===== config.mk =====
export PLATFORM = sky130hd
export DESIGN_NAME = bus_arbiter
export DESIGN_NICKNAME = d
export VERILOG_FILES = /design/src/rtl/bus_arb_pkg.sv /design/src/rtl/bus_arb_rr_pick.sv /design/src/rtl/bus_arbiter.sv
export SDC_FILE = /design/constraint.sdc
export NUM_CORES = 1
export LEC_CHECK = 0
export ABC_AREA = 1
export CORE_ASPECT_RATIO = 0.7
export CORE_MARGIN = 3
export CORE_UTILIZATION = 50
export CTS_CLUSTER_SIZE = 10
export DETAILED_ROUTE_END_ITERATION = 8
export PLACE_DENSITY = 0.78
export SLEW_MARGIN = 20
export SYNTH_ARGS = -nofsm -noshare
export SYNTH_HDL_FRONTEND = slang
export SYNTH_HIERARCHICAL = 1
export SYNTH_SLANG_ARGS = --single-unit

===== constraint.sdc =====
create_clock -name clock -period 7.63 [get_ports clock]
set_input_delay 1.526 -clock clock [delete_from_list [all_inputs] [get_ports clock]]
set_output_delay 1.526 -clock clock [all_outputs]
set_load 0.05 [all_outputs]

===== src/rtl/bus_arb_pkg.sv =====
// Shared definitions for the bus arbiter: requester count, select width, source codes, FSM states.
// Latency: n/a (package only).
// Backpressure: n/a.
package bus_arb_pkg;

    localparam int N_REQ = 24;
    localparam int SEL_W = 5;

    // Source indices double as bus mux select codes
    localparam logic [SEL_W-1:0] SRC_R0     = 5'd0;
    localparam logic [SEL_W-1:0] SRC_R1     = 5'd1;
    localparam logic [SEL_W-1:0] SRC_R2     = 5'd2;
    localparam logic [SEL_W-1:0] SRC_R3     = 5'd3;
    localparam logic [SEL_W-1:0] SRC_R4     = 5'd4;
    localparam logic [SEL_W-1:0] SRC_R5     = 5'd5;
    localparam logic [SEL_W-1:0] SRC_R6     = 5'd6;
    localparam logic [SEL_W-1:0] SRC_R7     = 5'd7;
    localparam logic [SEL_W-1:0] SRC_R8     = 5'd8;
    localparam logic [SEL_W-1:0] SRC_R9     = 5'd9;
    localparam logic [SEL_W-1:0] SRC_R10    = 5'd10;
    localparam logic [SEL_W-1:0] SRC_R11    = 5'd11;
    localparam logic [SEL_W-1:0] SRC_R12    = 5'd12;
    localparam logic [SEL_W-1:0] SRC_R13    = 5'd13;
    localparam logic [SEL_W-1:0] SRC_R14    = 5'd14;
    localparam logic [SEL_W-1:0] SRC_R15    = 5'd15;
    localparam logic [SEL_W-1:0] SRC_HI     = 5'd16;
    localparam logic [SEL_W-1:0] SRC_LO     = 5'd17;
    localparam logic [SEL_W-1:0] SRC_ZHI    = 5'd18;
    localparam logic [SEL_W-1:0] SRC_ZLO    = 5'd19;
    localparam logic [SEL_W-1:0] SRC_PC     = 5'd20;
    localparam logic [SEL_W-1:0] SRC_MDR    = 5'd21;
    localparam logic [SEL_W-1:0] SRC_INPORT = 5'd22;
    localparam logic [SEL_W-1:0] SRC_C      = 5'd23;

    typedef enum logic {
        IDLE  = 1'b0,
        OWNED = 1'b1
    } state_t;

    // Index reached by stepping 'off' places past 'base', wrapping at N_REQ
    function automatic logic [SEL_W-1:0] rr_index(input logic [SEL_W-1:0] base, input int off);
        return SEL_W'((int'(base) + off) % N_REQ);
    endfunction

endpackage


===== src/rtl/bus_arb_rr_pick.sv =====
// Round-robin picker: first set request bit in search order last+1 .. last (wrapping).
// Latency: purely combinational.
// Backpressure: none; excl_en drops index 'last' itself from the candidates.
module bus_arb_rr_pick
    import bus_arb_pkg::*;
(
    input  logic [N_REQ-1:0] req,
    input  logic [SEL_W-1:0] last,
    input  logic             excl_en,
    output logic [SEL_W-1:0] pick,
    output logic             any_valid
);

    // Walk the search order once; the last step lands on 'last' (lowest priority)
    always_comb begin
        pick      = '0;
        any_valid = 1'b0;
        for (int off = 1; off <= N_REQ; off++) begin
            if (!any_valid && req[rr_index(last, off)] && !(excl_en && off == N_REQ)) begin
                any_valid = 1'b1;
                pick      = rr_index(last, off);
            end
        end
    end

endmodule


===== src/rtl/bus_arbiter.sv =====
// Round-robin owner arbiter for the shared datapath bus; registered one-hot grant plus encoded sel.
// Latency: one edge from request to grant on a free bus; handover at the release edge with no bubble.
// Backpressure: an owner holds the bus until it drops req (or, with BUS_ARB_TIMEOUT_EN, until timed out).
module bus_arbiter
    import bus_arb_pkg::*;
#(
    parameter int MAX_HOLD = 8
) (
    input  logic             clock,
    input  logic             clear,
    input  logic [N_REQ-1:0] req,
    output logic [N_REQ-1:0] grant,
    output logic [SEL_W-1:0] sel,
    output logic             bus_valid,
    output logic             preempt
);

    state_t           state;
    logic [SEL_W-1:0] owner;
    logic [SEL_W-1:0] last;
    logic [SEL_W-1:0] pick;
    logic             any_valid;

    // MAX_HOLD below 1 is not a meaningful configuration
    if (MAX_HOLD < 1) begin : g_max_hold_invalid
    end

`ifdef BUS_ARB_TIMEOUT_EN
    localparam int HOLD_W = (MAX_HOLD > 1) ? $clog2(MAX_HOLD) : 1;
    localparam logic [HOLD_W-1:0] HOLD_MAX = HOLD_W'(MAX_HOLD - 1);
    logic [HOLD_W-1:0] hold_cnt;
`endif

    // While owned, the owner (== last) is excluded so a timeout rotates to someone else
    bus_arb_rr_pick u_pick (
        .req       (req),
        .last      (last),
        .excl_en   (state == OWNED),
        .pick      (pick),
        .any_valid (any_valid)
    );

    // Ownership FSM with registered grant/sel/bus_valid/preempt
    always_ff @(posedge clock) begin
        if (clear) begin
            state     <= IDLE;
            owner     <= '0;
            last      <= SEL_W'(N_REQ - 1);
            grant     <= '0;
            sel       <= '0;
            bus_valid <= 1'b0;
            preempt   <= 1'b0;
`ifdef BUS_ARB_TIMEOUT_EN
            hold_cnt  <= '0;
`endif
        end else begin
            preempt <= 1'b0;
            case (state)
                IDLE: begin
                    if (any_valid) begin
                        state     <= OWNED;
                        owner     <= pick;
                        last      <= pick;
                        grant     <= N_REQ'(1) << pick;
                        sel       <= pick;
                        bus_valid <= 1'b1;
`ifdef BUS_ARB_TIMEOUT_EN
                        hold_cnt  <= '0;
`endif
                    end
                end
                OWNED: begin
                    if (!req[owner]) begin
                        if (any_valid) begin
                            owner     <= pick;
                            last      <= pick;
                            grant     <= N_REQ'(1) << pick;
                            sel       <= pick;
`ifdef BUS_ARB_TIMEOUT_EN
                            hold_cnt  <= '0;
`endif
                        end else begin
                            state     <= IDLE;
                            grant     <= '0;
                            sel       <= '0;
                            bus_valid <= 1'b0;
                        end
                    end
`ifdef BUS_ARB_TIMEOUT_EN
                    else if (hold_cnt == HOLD_MAX) begin
                        // Saturated: rotate only if someone else is waiting
                        if (any_valid) begin
                            owner    <= pick;
                            last     <= pick;
                            grant    <= N_REQ'(1) << pick;
                            sel      <= pick;
                            hold_cnt <= '0;
                            preempt  <= 1'b1;
                        end
                    end else begin
                        hold_cnt <= hold_cnt + HOLD_W'(1);
                    end
`endif
                end
                default: state <= IDLE;
            endcase
        end
    end

endmodule


==> results.json <==
{
  "status": "complete, no violations",
  "clkTransAtPathRegs_ns": 0.06,
  "fmax_mhz": 146,
  "finalCritPeriodShare": 0.895,
  "core_um2": 14300,
  "drt_iter0_drc": 1180,
  "route.detailed.drc": 0,
  "antenna_found_initial": 0,
  "min_path_type": "reg -> reg",
  "hold_depth": 2,
  "clock_latency_ns": 0.30,
  "finalNetCount": 1489,
  "cp-end-kind": "register",
  "num_antenna_cells": 0,
  "slowest_delay_ns": 0.76,
  "synth_edf_count": 0,
  "hpwl_um": 21000,
  "async_reset_ff_frac": 0,
  "setup_tns_ns": 0,
  "holdPathEnd": "grant[13]",
  "start_util": 0.523,
  "die_h_um": 108,
  "slew_viol_final": 0,
  "hold_violations": 0,
  "ant_nets": 0,
  "cts.sinks": 40,
  "cts_tree": "done",
  "io_pins": 57,
  "gr-total-overflow": 0,
  "synth_area_leaders": "nand2_1, nand3_1, dfxtp_1, nor2_1, inv_1",
  "cts_resized": 0,
  "r2r_start": "last[2]",
  "slew_headroom": 0.437,
  "drv_cap": 0,
  "synth_seq_area_share": 0.107,
  "std_cell_rows": 36,
  "synth_cell_types": 54,
  "cp_top_family": "simple AND/OR/NAND/NOR gates",
  "synth_area_per_cell_um2": 5.37,
  "wl_um": 26200,
  "ys_seq_elements": 40,
  "rsz0062_at_grt": "no",
  "cts_hold_buf": 0,
  "path_class": "reg -> reg",
  "ff2ff_path_depth": 34,
  "startpoint": "last[2]",
  "root_buffer": "clkbuf_16",
  "setup_viol": 0,
  "yosysTopAreaCell": "nand2_1",
  "grt_pass1_wl_um": 42200,
  "port_buffers": 55,
  "worst_ep_arrival_time_ns": 7.04,
  "post-cts-setup-buffer-count": 0,
  "cp_slowest_cell": "dfxtp_1",
  "r2r-end": "grant[19]",
  "n_fill_cell": 1517,
  "clock-skew-final_ns": 0.00543,
  "avgViaCountPerCell": 5.73,
  "cp-start-kind": "register",
  "grt_start_max_net_pins": 39,
  "layout-drive-gt1-share": 0.0683,
  "wire_per_inst_um": 16.2,
  "cts_buffer_depth": 2,
  "drt-pass1-iter-count": 5,
  "holdCritStartpoint": "grant[13]",
  "mostFrequentLayoutCells": "nand2_1, nand3_1, nor2_1, inv_1",
  "post-route-min-period_ns": 6.83,
  "gp_congestion": 1.10,
  "htree_levels": 2,
  "grt_pass1_vias": 8009,
  "r2r_slack_ns": 0.80,
  "synth_top_area_frac": 0.213,
  "tightest_slew_ns": 0.843,
  "cp.required_ns": 7.85,
  "ys_warn_count": 6,
  "layout_commonest_cell": "nand2_1",
  "worst_path_most_repeated_cell": "nand2_1",
  "crit_fanout": 14,
  "syn_area_um2": 7460,
  "grt_use_total": 0.314,
  "synth_cells": 1391,
  "numCtsBuffers": 5,
  "die_area_um2": 16500,
  "worst-path-buf-inv": 2,
  "vias": 9227,
  "die_w_um": 152,
  "area_growth_pct": 10.0,
  "syn_nets": 1461,
  "ys.flop_type": "dfxtp_1"
}
==> final cells by class <==
cell class	count	area [um^2]	area share
multi-input cells	1125	5670	0.691
well taps	190	238	0.0290
repair buffers	72	678	0.0826
clock inverters	2	35.0	0.00427
inverters	175	659	0.0803
clock buffers	6	129	0.0157
flip-flops and latches	40	801	0.0975
==> sequential cells by signal, summed over array words and instances, names as in the netlist <==
name	flops
sel	5
state	1
last	4
bus_valid	1
grant	24
owner	5
==> cells in the mapped netlist (all sizes together) (3+ instances only) <==
cell,count
o211ai,6
inv,172
ha,44
o21ai,75
nor4,8
a32oi,3
and2,5
nand4,37
xnor2,3
xor2,14
clkbuf,10
nand3b,9
nand2,440
clkinv,3
nand3,206
o21a,3
a21oi,59
dfxtp,40
or2,8
nor3,9
nor2,175
buf,41
a31oi,9
==> worst min-delay path, cell delays in order (launching register included) <==
cell	delay (ns)
dfxtp_1	0.32
nor2_1	0.05
nor2_1	0.06
==> cell families after synthesis <==
kind of cell / after synthesis / share of synthesized area
AO/OA/AOI/OAI: 164 / 0.123
AND/OR/NAND/NOR: 898 / 0.537
adder cells (fa/ha/maj): 44 / 0.0738
flip-flops: 40 / 0.107
XOR/XNOR: 17 / 0.0245
other: 1 / 0.000502
buffers and inverters: 226 / 0.133
multiplexers: 1 / 0.00134
==> worst max-delay path by stage <==
stage | slack, ns | cells after the start | endpoint
finish | 0.80 | 34 | grant[19]
global route | 0.25 | 34 | grant[19]
CTS | 1.07 | 34 | grant[19]
detailed placement | 0.97 | 28 | grant[19]
global placement | 1.04 | 30 | grant[18]
floorplan | 2.57 | 37 | grant[16]
==> per-stage QoR <==
| stage | cell area (um^2) | util | worst slack, ns | cells | hold slack [ns] |
|---|---|---|---|---|---|
| final | 8210 | 0.575 | 0.804 | 1610 | 0.464 |
| after global placement | 8050 | 0.564 | 1.04 | 1602 | 0.455 |
| after floorplan | 7460 | - | 2.57 | 1391 | 0.468 |
| after CTS | 8210 | 0.575 | 1.07 | 1610 | 0.464 |
| after global routing | 8210 | 0.575 | 0.251 | 1610 | 0.496 |
| after detailed placement | 8050 | 0.564 | 0.972 | 1602 | 0.455 |
==> layer usage <==
layer  up-vias  global-route usage  routed length (um)  share of wire
li1       4580                   -                   -              -
met1      4129               0.482               12700           0.49
met2       484               0.446               10000           0.38
met3        34              0.0680                3050           0.12
met4         0              0.0584                 341          0.013
met5         -                   0                   0              0
Power is not shown: default switching activity piles up to over one toggle a cycle in this logic, so the estimate is an artifact.
